`src/rtl/doodle_pkg.sv`:
```
// Shared types and constants for the game-flow controller: state encoding,
// screen-select codes and the default keycodes.
package doodle_pkg;

   typedef enum logic [2:0] {
      ST_MENU     = 3'b000,
      ST_PLAY     = 3'b001,
      ST_PAUSE    = 3'b010,
      ST_LOAD     = 3'b011,
      ST_GAMEOVER = 3'b100
   } game_state_e;

   localparam logic [2:0] OUTSTATE_MENU     = 3'b000;
   localparam logic [2:0] OUTSTATE_PLAY     = 3'b001;
   localparam logic [2:0] OUTSTATE_PAUSE    = 3'b010;
   localparam logic [2:0] OUTSTATE_LOAD     = 3'b011;
   localparam logic [2:0] OUTSTATE_GAMEOVER = 3'b100;

   localparam logic [7:0] KEY_NONE  = 8'd0;
   localparam logic [7:0] KEY_SPACE = 8'd44;
   localparam logic [7:0] KEY_ESC   = 8'd41;
   localparam logic [7:0] KEY_R     = 8'd21;

   // Unknown encodings map to the menu screen so a corrupted state never selects garbage.
   function automatic logic [2:0] state_to_outstate(input game_state_e s);
      logic [2:0] o;
      case (s)
         ST_MENU:     o = OUTSTATE_MENU;
         ST_PLAY:     o = OUTSTATE_PLAY;
         ST_PAUSE:    o = OUTSTATE_PAUSE;
         ST_LOAD:     o = OUTSTATE_LOAD;
         ST_GAMEOVER: o = OUTSTATE_GAMEOVER;
         default:     o = OUTSTATE_MENU;
      endcase
      return o;
   endfunction

endpackage

```
`src/rtl/key_edge_det.sv`:
```
// Keycode edge qualifier: fires key_ev only on the first clock a non-zero
// keycode differs from the previous clock's keycode, so held keys never re-fire.
module key_edge_det
   import doodle_pkg::*;
(
   input  logic       Clock,
   input  logic       Reset,
   input  logic [7:0] Keycode,
   output logic       key_ev,
   output logic [7:0] key_val
);

   logic [7:0] key_q;
   logic [7:0] key_d;

   // Previous-keycode register; cleared by reset so a key held through reset fires once.
   always_ff @(posedge Clock or posedge Reset) begin
      if (Reset) begin
         key_q <= KEY_NONE;
      end else begin
         key_q <= key_d;
      end
   end

   // Edge decode against the previous keycode.
   always_comb begin
      key_d   = Keycode;
      key_val = Keycode;
      key_ev  = (Keycode != KEY_NONE) && (Keycode != key_q);
   end

endmodule

```
`src/rtl/game_flow_ctrl.sv`:
```
// Top-level game-flow FSM: menu, platform load, play, pause and game-over with
// a frame-timed hold, plus a saturating round counter. All outputs are registered.
module game_flow_ctrl
   import doodle_pkg::*;
#(
   parameter logic [7:0]  KEY_START       = KEY_SPACE,
   parameter logic [7:0]  KEY_PAUSE       = KEY_ESC,
   parameter logic [7:0]  KEY_RESTART     = KEY_R,
   parameter int unsigned LOAD_CYCLES     = 4,
   parameter int unsigned GAMEOVER_FRAMES = 180,
   parameter int unsigned ROUND_W         = 8
) (
   input  logic               Clock,
   input  logic               Reset,
   input  logic [7:0]         Keycode,
   input  logic               frame_tick,
   input  logic               player_dead,
   output logic [2:0]         outstate,
   output logic               loadplat,
   output logic               score_clr,
   output logic               game_run,
   output logic [ROUND_W-1:0] round_cnt
);

   localparam int unsigned LOAD_W = $clog2(LOAD_CYCLES + 1);
   localparam int unsigned HOLD_W = $clog2(GAMEOVER_FRAMES + 1);
   localparam logic [LOAD_W-1:0] LOAD_LAST = LOAD_W'(LOAD_CYCLES - 1);
   localparam logic [HOLD_W-1:0] HOLD_DONE = HOLD_W'(GAMEOVER_FRAMES);

   logic        key_ev;
   logic [7:0]  key_val;

   game_state_e         state_q, state_d;
   logic [LOAD_W-1:0]   load_cnt_q, load_cnt_d;
   logic [HOLD_W-1:0]   hold_cnt_q, hold_cnt_d;
   logic [ROUND_W-1:0]  round_cnt_q, round_cnt_d;
   logic [2:0]          outstate_q, outstate_d;
   logic                loadplat_q, loadplat_d;
   logic                score_clr_q, score_clr_d;
   logic                game_run_q, game_run_d;

   key_edge_det u_key_edge_det (
      .Clock   (Clock),
      .Reset   (Reset),
      .Keycode (Keycode),
      .key_ev  (key_ev),
      .key_val (key_val)
   );

   // State, counters and output registers.
   always_ff @(posedge Clock or posedge Reset) begin
      if (Reset) begin
         state_q     <= ST_MENU;
         load_cnt_q  <= '0;
         hold_cnt_q  <= '0;
         round_cnt_q <= '0;
         outstate_q  <= OUTSTATE_MENU;
         loadplat_q  <= 1'b0;
         score_clr_q <= 1'b0;
         game_run_q  <= 1'b0;
      end else begin
         state_q     <= state_d;
         load_cnt_q  <= load_cnt_d;
         hold_cnt_q  <= hold_cnt_d;
         round_cnt_q <= round_cnt_d;
         outstate_q  <= outstate_d;
         loadplat_q  <= loadplat_d;
         score_clr_q <= score_clr_d;
         game_run_q  <= game_run_d;
      end
   end

   // Next-state and counter logic; counters idle at zero outside their own state.
   always_comb begin
      state_d    = state_q;
      load_cnt_d = '0;
      hold_cnt_d = '0;
      case (state_q)
         ST_MENU: begin
            if (key_ev && (key_val == KEY_START)) begin
               state_d = ST_LOAD;
            end else begin
               state_d = ST_MENU;
            end
         end
         ST_LOAD: begin
            if (load_cnt_q == LOAD_LAST) begin
               state_d = ST_PLAY;
            end else begin
               load_cnt_d = load_cnt_q + 1'b1;
            end
         end
         ST_PLAY: begin
            if (player_dead) begin
               state_d = ST_GAMEOVER;
            end else if (key_ev && (key_val == KEY_PAUSE)) begin
               state_d = ST_PAUSE;
            end else begin
               state_d = ST_PLAY;
            end
         end
         ST_PAUSE: begin
            if (key_ev) begin
               state_d = ST_PLAY;
            end else begin
               state_d = ST_PAUSE;
            end
         end
         ST_GAMEOVER: begin
            if (frame_tick && (hold_cnt_q != HOLD_DONE)) begin
               hold_cnt_d = hold_cnt_q + 1'b1;
            end else begin
               hold_cnt_d = hold_cnt_q;
            end
            // Restart takes priority over the hold timeout.
            if (key_ev && (key_val == KEY_RESTART)) begin
               state_d    = ST_LOAD;
               hold_cnt_d = '0;
            end else if (hold_cnt_q == HOLD_DONE) begin
               state_d    = ST_MENU;
               hold_cnt_d = '0;
            end else begin
               state_d = ST_GAMEOVER;
            end
         end
         default: begin
            state_d = ST_MENU;
         end
      endcase
   end

   // Round counter and registered Moore outputs, decoded from the next state.
   always_comb begin
      round_cnt_d = round_cnt_q;
      if ((state_d == ST_LOAD) && (state_q != ST_LOAD) && (round_cnt_q != {ROUND_W{1'b1}})) begin
         round_cnt_d = round_cnt_q + 1'b1;
      end else begin
         round_cnt_d = round_cnt_q;
      end
      outstate_d  = state_to_outstate(state_d);
      loadplat_d  = (state_d == ST_LOAD);
      score_clr_d = (state_d == ST_LOAD) && (state_q != ST_LOAD);
      game_run_d  = (state_d == ST_PLAY);
   end

   assign outstate  = outstate_q;
   assign loadplat  = loadplat_q;
   assign score_clr = score_clr_q;
   assign game_run  = game_run_q;
   assign round_cnt = round_cnt_q;

endmodule

```
`config.mk`:
```
export PLATFORM = sky130hd
export DESIGN_NAME = game_flow_ctrl
export DESIGN_NICKNAME = d
export VERILOG_FILES = /design/src/rtl/doodle_pkg.sv /design/src/rtl/key_edge_det.sv /design/src/rtl/game_flow_ctrl.sv
export SDC_FILE = /design/constraint.sdc
export NUM_CORES = 1
export LEC_CHECK = 0
export ABC_CLOCK_PERIOD_IN_PS = 2500
export CORE_MARGIN = 5
export CORE_UTILIZATION = 53
export CTS_CLUSTER_DIAMETER = 60
export CTS_CLUSTER_SIZE = 28
export DETAILED_ROUTE_END_ITERATION = 10
export PLACE_DENSITY_LB_ADDON = 0.25
export SETUP_SLACK_MARGIN = 0.05
export SLEW_MARGIN = 15
export SYNTH_ARGS = -nofsm -noshare
export SYNTH_HDL_FRONTEND = slang
export SYNTH_HIERARCHICAL = 1
export SYNTH_SLANG_ARGS = --single-unit
```
`constraint.sdc`:
```
create_clock -name Clock -period 2.5 [get_ports Clock]
set_clock_uncertainty 0.05 [all_clocks]
set_input_delay 0.375 -clock Clock [delete_from_list [all_inputs] [get_ports Clock]]
set_output_delay 0.375 -clock Clock [all_outputs]
set_load 0.01 [all_outputs]
```
==> flow_summary.yaml, run 1 <==
setup_path:
  path_cells: "clkdlybuf4s50_1 > xor2_1 > nor4_1 > a22oi_1 > buf_4 > nor2b_1 > a2111oi_2 > a31oi_1 > nand2_1 > nor2_1"
  rr_worst_depth: 9
  path_delay_family: "compound AO/OA/AOI/OAI gates"
  r2r_start: "u_key_edge_det/key_q[6]"
  required_ns: 2.68
  startpoint: "Keycode[6]"
  critical_path_class: "primary input to flop"
  max_stage_delay_ns: 0.43
  cp_slowest_cell: "clkdlybuf4s50_1"
  crit_end: "game_run"
  cp-start-kind: "primary input"
  path_depth: 10
  r2r_end: "game_run"
  worst-endpoint-arrival_ns: 2.41
  crit_fanout: 3
  path_buf_inv: 2
  reg2reg_slack_ns: 0.40
  cp-end-kind: "flop"
drt:
  num_vias: 1218
  post-route-drc-count: 0
  post_drt_wl_per_cell_um: 13.2
  wl_um: 3170
  drtIter0Drc: 46
  ant_nets: 0
  drt_first_pass_iters: 4
  vias_per_cell: 5.10
global_route:
  grt_pass1_vias: 1302
  grt-ovfl-total: 0
  grt_pass1_wl_um: 5600
  antenna_found_initial: 0
  grt_max_degree: 29
  grt_usage_pct: 17.0
synth:
  yosysTopAreaCell: "dfrtp_1"
  netlist_area_mm2: 0.00169
  seq_area_frac_synth_pct: 53.3
  postSynthRegisterBits: 36
  synth_ff_type: "dfrtp_1"
  synth_commonest_cells: "dfrtp_1, nor2_1, nand2_1, xor2_1"
  synth.distinct_cells: 32
  avgSynthCellArea_um2: 10.8
  synth_edf_count: 0
  async_reset_ff_share_pct: 100
  synthTopCellsByArea: "dfrtp_1, xor2_1, nor2_1, nand2_1, buf_4"
  synth_cells: 156
  yosysTopAreaCellShare_pct: 53.3
  yosys_warnings: 6
  yosysMostFrequentCell: "dfrtp_1"
  syn_nets: 172
clock_tree:
  cts_tree: "done"
  cts_max_path_buffers: 2
  cts.sinks: 36
  htreeDepth: 2
  clock-root-buffer: "clkbuf_4"
  clkLatencyLatePin_ns: 0.34
  path_clk_slew_ns: 0.09
  numCtsBuffers: 5
sta:
  max_slew_margin_pct: 73.0
  rsz0062_at_grt: "false"
  hold_viol_final: 0
  worstMarginPinSlew_ns: 0.401
  finalMaxSlewViolations: 0
  fmax_mhz: 448
  fin_crit_sh_pct: 89.2
  timing.hold.ws_ns: 0.284
  finalCriticalPeriod_ns: 2.23
  setup_violations: 0
layout:
  area_delta_synth_final_pct: 25.4
  fillers: 233
  nNetsFinal: 211
  antenna_cells: 0
  post-route-util_pct: 69.4
  final_cell_area_mm2: 0.00212
  drive_gt1_share_pct: 14.9
placement:
  placed_area_mm2: 0.00205
  dp.final_hpwl_um: 2450
  gp_congestion: 0.864
  portBuffers: 25
pwr:
  power.density_mw_per_mm2: 530
  leakagePower_nw: 0.988
  irDropWorstVdd_mv: 0.317
die:
  fp.dieW_um: 66.5
  num_rows: 20
  coreArea_mm2: 0.00305
  initial_core_util_pct: 55.3
  die_h_um: 66.5
  ios: 26
  die_area_mm2: 0.00442
outcome:
  status: "finished clean"
flow_run:
  cap_viol_max_count: 0
worst_hold_path:
  hold_class: "primary input to asynchronous set/reset pin"
-- metrics by stage --
step / setup TNS (ns) / setup slack, ns / cells / total power [W]
2_1_floorplan: 0 / 0.602 / 156 / 0.000716
3_3_place_gp: -0.00903 / -0.00903 / 232 / 0.000789
3_5_place_dp: -0.248 / -0.115 / 232 / 0.000799
4_1_cts: 0 / 0.268 / 239 / 0.00114
5_1_grt: 0 / 0.149 / 239 / 0.00118
6_report: 0 / 0.270 / 239 / 0.00112
-- report_power, final --
part	total (W)	switching, W	internal, W
logic	0.000151	0.0000739	0.0000769
registers	0.000636	0.0000279	0.000608
clock network	0.000335	0.000175	0.000159
total	0.00112	0.000277	0.000844
-- state kept, by name, summed over array words and instances (netlist names) --
register / flops
loadplat: 1
game_run: 1
round_cnt: 8
u_key_edge_det/key_q: 8
outstate: 3
state_q: 3
score_clr: 1
hold_cnt_q: 8
load_cnt_q: 3
-- how the worst min path moves through the flow --
stage | from | to | cells after the start
3_5_place_dp | load_cnt_q[0] | load_cnt_q[0] | 1
4_1_cts | Reset | u_key_edge_det/key_q[5] | 2
5_1_grt | Reset | u_key_edge_det/key_q[5] | 2
6_report | Reset | u_key_edge_det/key_q[7] | 2
2_1_floorplan | Reset | u_key_edge_det/key_q[0] | 1
3_3_place_gp | load_cnt_q[0] | load_cnt_q[0] | 1
-- timing repair --
item | 4_1_cts | 5_1_grt
endpoints found under the setup margin | 0 | 2
gates resized for setup | 0 | 2
setup buffers | 0 | 0
hold buffers | 0 | 0
-- final cells by class --
cell class	count	area, µm²	share of cell area, %
clock buffers	7	65.1	3.07
multi-input cells	104	704	33.3
flip-flops and latches	36	901	42.5
repair buffers	40	363	17.1
inverters	8	30.0	1.42
well taps	44	55.1	2.60
-- kinds of logic after synthesis --
group           count (synthesis)  share of synthesized area [%]
buf+inv                        16                           5.33
compound gates                  9                           4.44
xor+xnor                       22                           11.4
mux                             2                           1.26
flops                          36                           53.3
fa+ha+maj                       4                           2.96
simple gates                   67                           21.3
-- placed cells by master, fill, tap and decap left out, drive strengths merged, types with 2 or more instances in the layout --
master          n
dfrtp          36
clkdlybuf4s50  25
nor2           18
nand2          17
xor2           17
buf            15
inv             8
clkbuf          7
nor3            7
nand3           5
xnor2           5
nor4            5
ha              4
nand4           3
o21ai           3
nor4bb          2
and3            2
nor2b           2
or4             2
-- layer usage --
layer	GRT usage (%)	up-vias	wire, µm
met5	0	-	0
met4	9.14	0	42
met2	28.7	25	1630
met1	19.5	588	1360
li1	-	599	-
met3	4.38	6	137
No activity file was read; power rests on OpenSTA's default activity.
==> run 2: changes to the inputs <==
--- a/config.mk
+++ b/config.mk
@@ -11,7 +11,7 @@
 export CTS_CLUSTER_DIAMETER = 60
 export CTS_CLUSTER_SIZE = 28
 export DETAILED_ROUTE_END_ITERATION = 10
-export PLACE_DENSITY_LB_ADDON = 0.25
+export PLACE_DENSITY = 0.79
 export SETUP_SLACK_MARGIN = 0.05
 export SLEW_MARGIN = 15
 export SYNTH_ARGS = -nofsm -noshare
==> flow_summary.yaml, run 2 (same netlist as run 1, synthesis figures left out) <==
outcome:
  status: "finished clean"
placement:
  placed_area_mm2: 0.00202
  dp.final_hpwl_um: 2290
  gp_congestion: 0.820
  portBuffers: 25
worst_hold_path:
  hold_class: "primary input to asynchronous set/reset pin"
sta:
  finalCriticalPeriod_ns: 2.22
  final.setup.tns_ns: 0
  rsz0062_at_grt: "false"
  worstMarginPinSlew_ns: 0.361
  max_slew_margin_pct: 75.3
  finalMaxSlewViolations: 0
  fmax_mhz: 450
  timing.hold.ws_ns: 0.236
  setup_violations: 0
  fin_crit_sh_pct: 89.0
  hold_viol_final: 0
layout:
  drive_gt1_share_pct: 13.5
  nNetsFinal: 208
  antenna_cells: 0
  final_cell_mix: "dfrtp_1, clkdlybuf4s50_1, nor2_1, nand2_1, xor2_1"
  final_common_cell: "dfrtp_1"
  final_cell_area_mm2: 0.00212
  area_delta_synth_final_pct: 25.5
setup_path:
  r2r_start: "u_key_edge_det/key_q[2]"
  r2r_end: "round_cnt[1]"
  path_cells: "clkdlybuf4s50_1 > xor2_1 > nor4_1 > a22oi_1 > nand3b_1 > nor3_1 > o211ai_4 > mux2_1"
  worst-endpoint-arrival_ns: 2.41
  path_delay_family: "simple AND/OR/NAND/NOR gates"
  reg2reg_slack_ns: 0.42
  critical_path_class: "primary input to flop"
  path_depth: 8
  max_stage_delay_ns: 0.50
  path_buf_inv: 1
  cp-end-kind: "flop"
  crit_fanout: 8
  cp_slowest_cell: "clkdlybuf4s50_1"
  rr_worst_depth: 7
  cp-start-kind: "primary input"
  required_ns: 2.68
global_route:
  grt_usage_pct: 15.9
  antenna_found_initial: 0
  grt_max_degree: 29
  grt_pass1_wl_um: 5210
  grt_pass1_vias: 1234
  grt-ovfl-total: 0
pwr:
  irDropWorstVdd_mv: 0.382
  leakagePower_nw: 0.988
  power.density_mw_per_mm2: 582
  finalPower_w: 0.00123
clock_tree:
  clock-root-buffer: "clkbuf_4"
  clkLatencyLatePin_ns: 0.34
  cts_tree: "done"
  numCtsBuffers: 5
  cts_max_path_buffers: 2
  cts_resized: 0
  htreeDepth: 2
  cts.sinks: 36
  ctsHoldBuffers: 0
  path_clk_slew_ns: 0.11
  cts_setup_buffers: 0
die:
  ios: 26
  num_rows: 20
  fp.dieW_um: 66.5
  coreArea_mm2: 0.00305
  die_area_mm2: 0.00442
  initial_core_util_pct: 55.3
  die_h_um: 66.5
drt:
  num_vias: 1218
  ant_nets: 0
  drt_first_pass_iters: 4
  vias_per_cell: 5.14
  post_drt_wl_per_cell_um: 12.4
  drtIter0Drc: 39
  wl_um: 2930
  post-route-drc-count: 0
flow_run:
  cap_viol_max_count: 0
[run 2: cell count changes in the layout (fill, tap and decap cells not counted)]
cell	delta
a2111oi_2	-1
a2111oi_0	+1
bufinv_16	+1
buf_4	-3
[run 2: area by class of cell]
class,instances,area [µm²]
Timing Repair Buffer,37,340
Tap cell,44,55.1
Clock inverter,1,30.0
Sequential cell,36,901
Multi-Input combinational cell,104,698
Clock buffer,7,65.1
Fill cell,227,933
Inverter,8,30.0
[run 2: metrics by stage]
| step | setup WS [ns] | instances | utilization (%) |
|---|---|---|---|
| 2_1_floorplan | 0.602 | 156 | - |
| 3_3_place_gp | -0.0360 | 229 | 66.3 |
| 3_5_place_dp | -0.0984 | 229 | 66.3 |
| 4_1_cts | 0.267 | 237 | 69.4 |
| 5_1_grt | 0.127 | 237 | 69.4 |
| 6_report | 0.276 | 237 | 69.4 |
[run 2: how the worst max path moves through the flow]
stage                     from            to
finish              Keycode[2]  round_cnt[1]
global route        Keycode[2]  round_cnt[1]
CTS                 Keycode[2]  round_cnt[1]
detailed placement  Keycode[2]  round_cnt[1]
global placement    Keycode[7]  round_cnt[1]
floorplan           Keycode[6]  round_cnt[1]
[run 2: worst reg2reg max path: cells and delay by family (launching register included)]
kind            cells  cell delay (ns)
simple gates        3             0.53
flops               1             0.39
mux                 1             0.35
compound gates      2             0.49
xor+xnor            1             0.17
[run 2: metal layers]
| metal | global-route usage [%] | vias to the layer above | share of wire [%] |
|---|---|---|---|
| li1 | - | 596 | - |
| met1 | 18.7 | 588 | 42 |
| met2 | 25.7 | 24 | 50 |
| met3 | 6.07 | 10 | 4.5 |
| met4 | 6.85 | 0 | 2.7 |
| met5 | 0 | - | 0 |
[run 2: power breakdown]
part | switching, W | total (W) | internal (W)
combinational | 0.0000717 | 0.000146 | 0.0000746
sequential | 0.0000271 | 0.000635 | 0.000608
clock | 0.000187 | 0.000453 | 0.000265
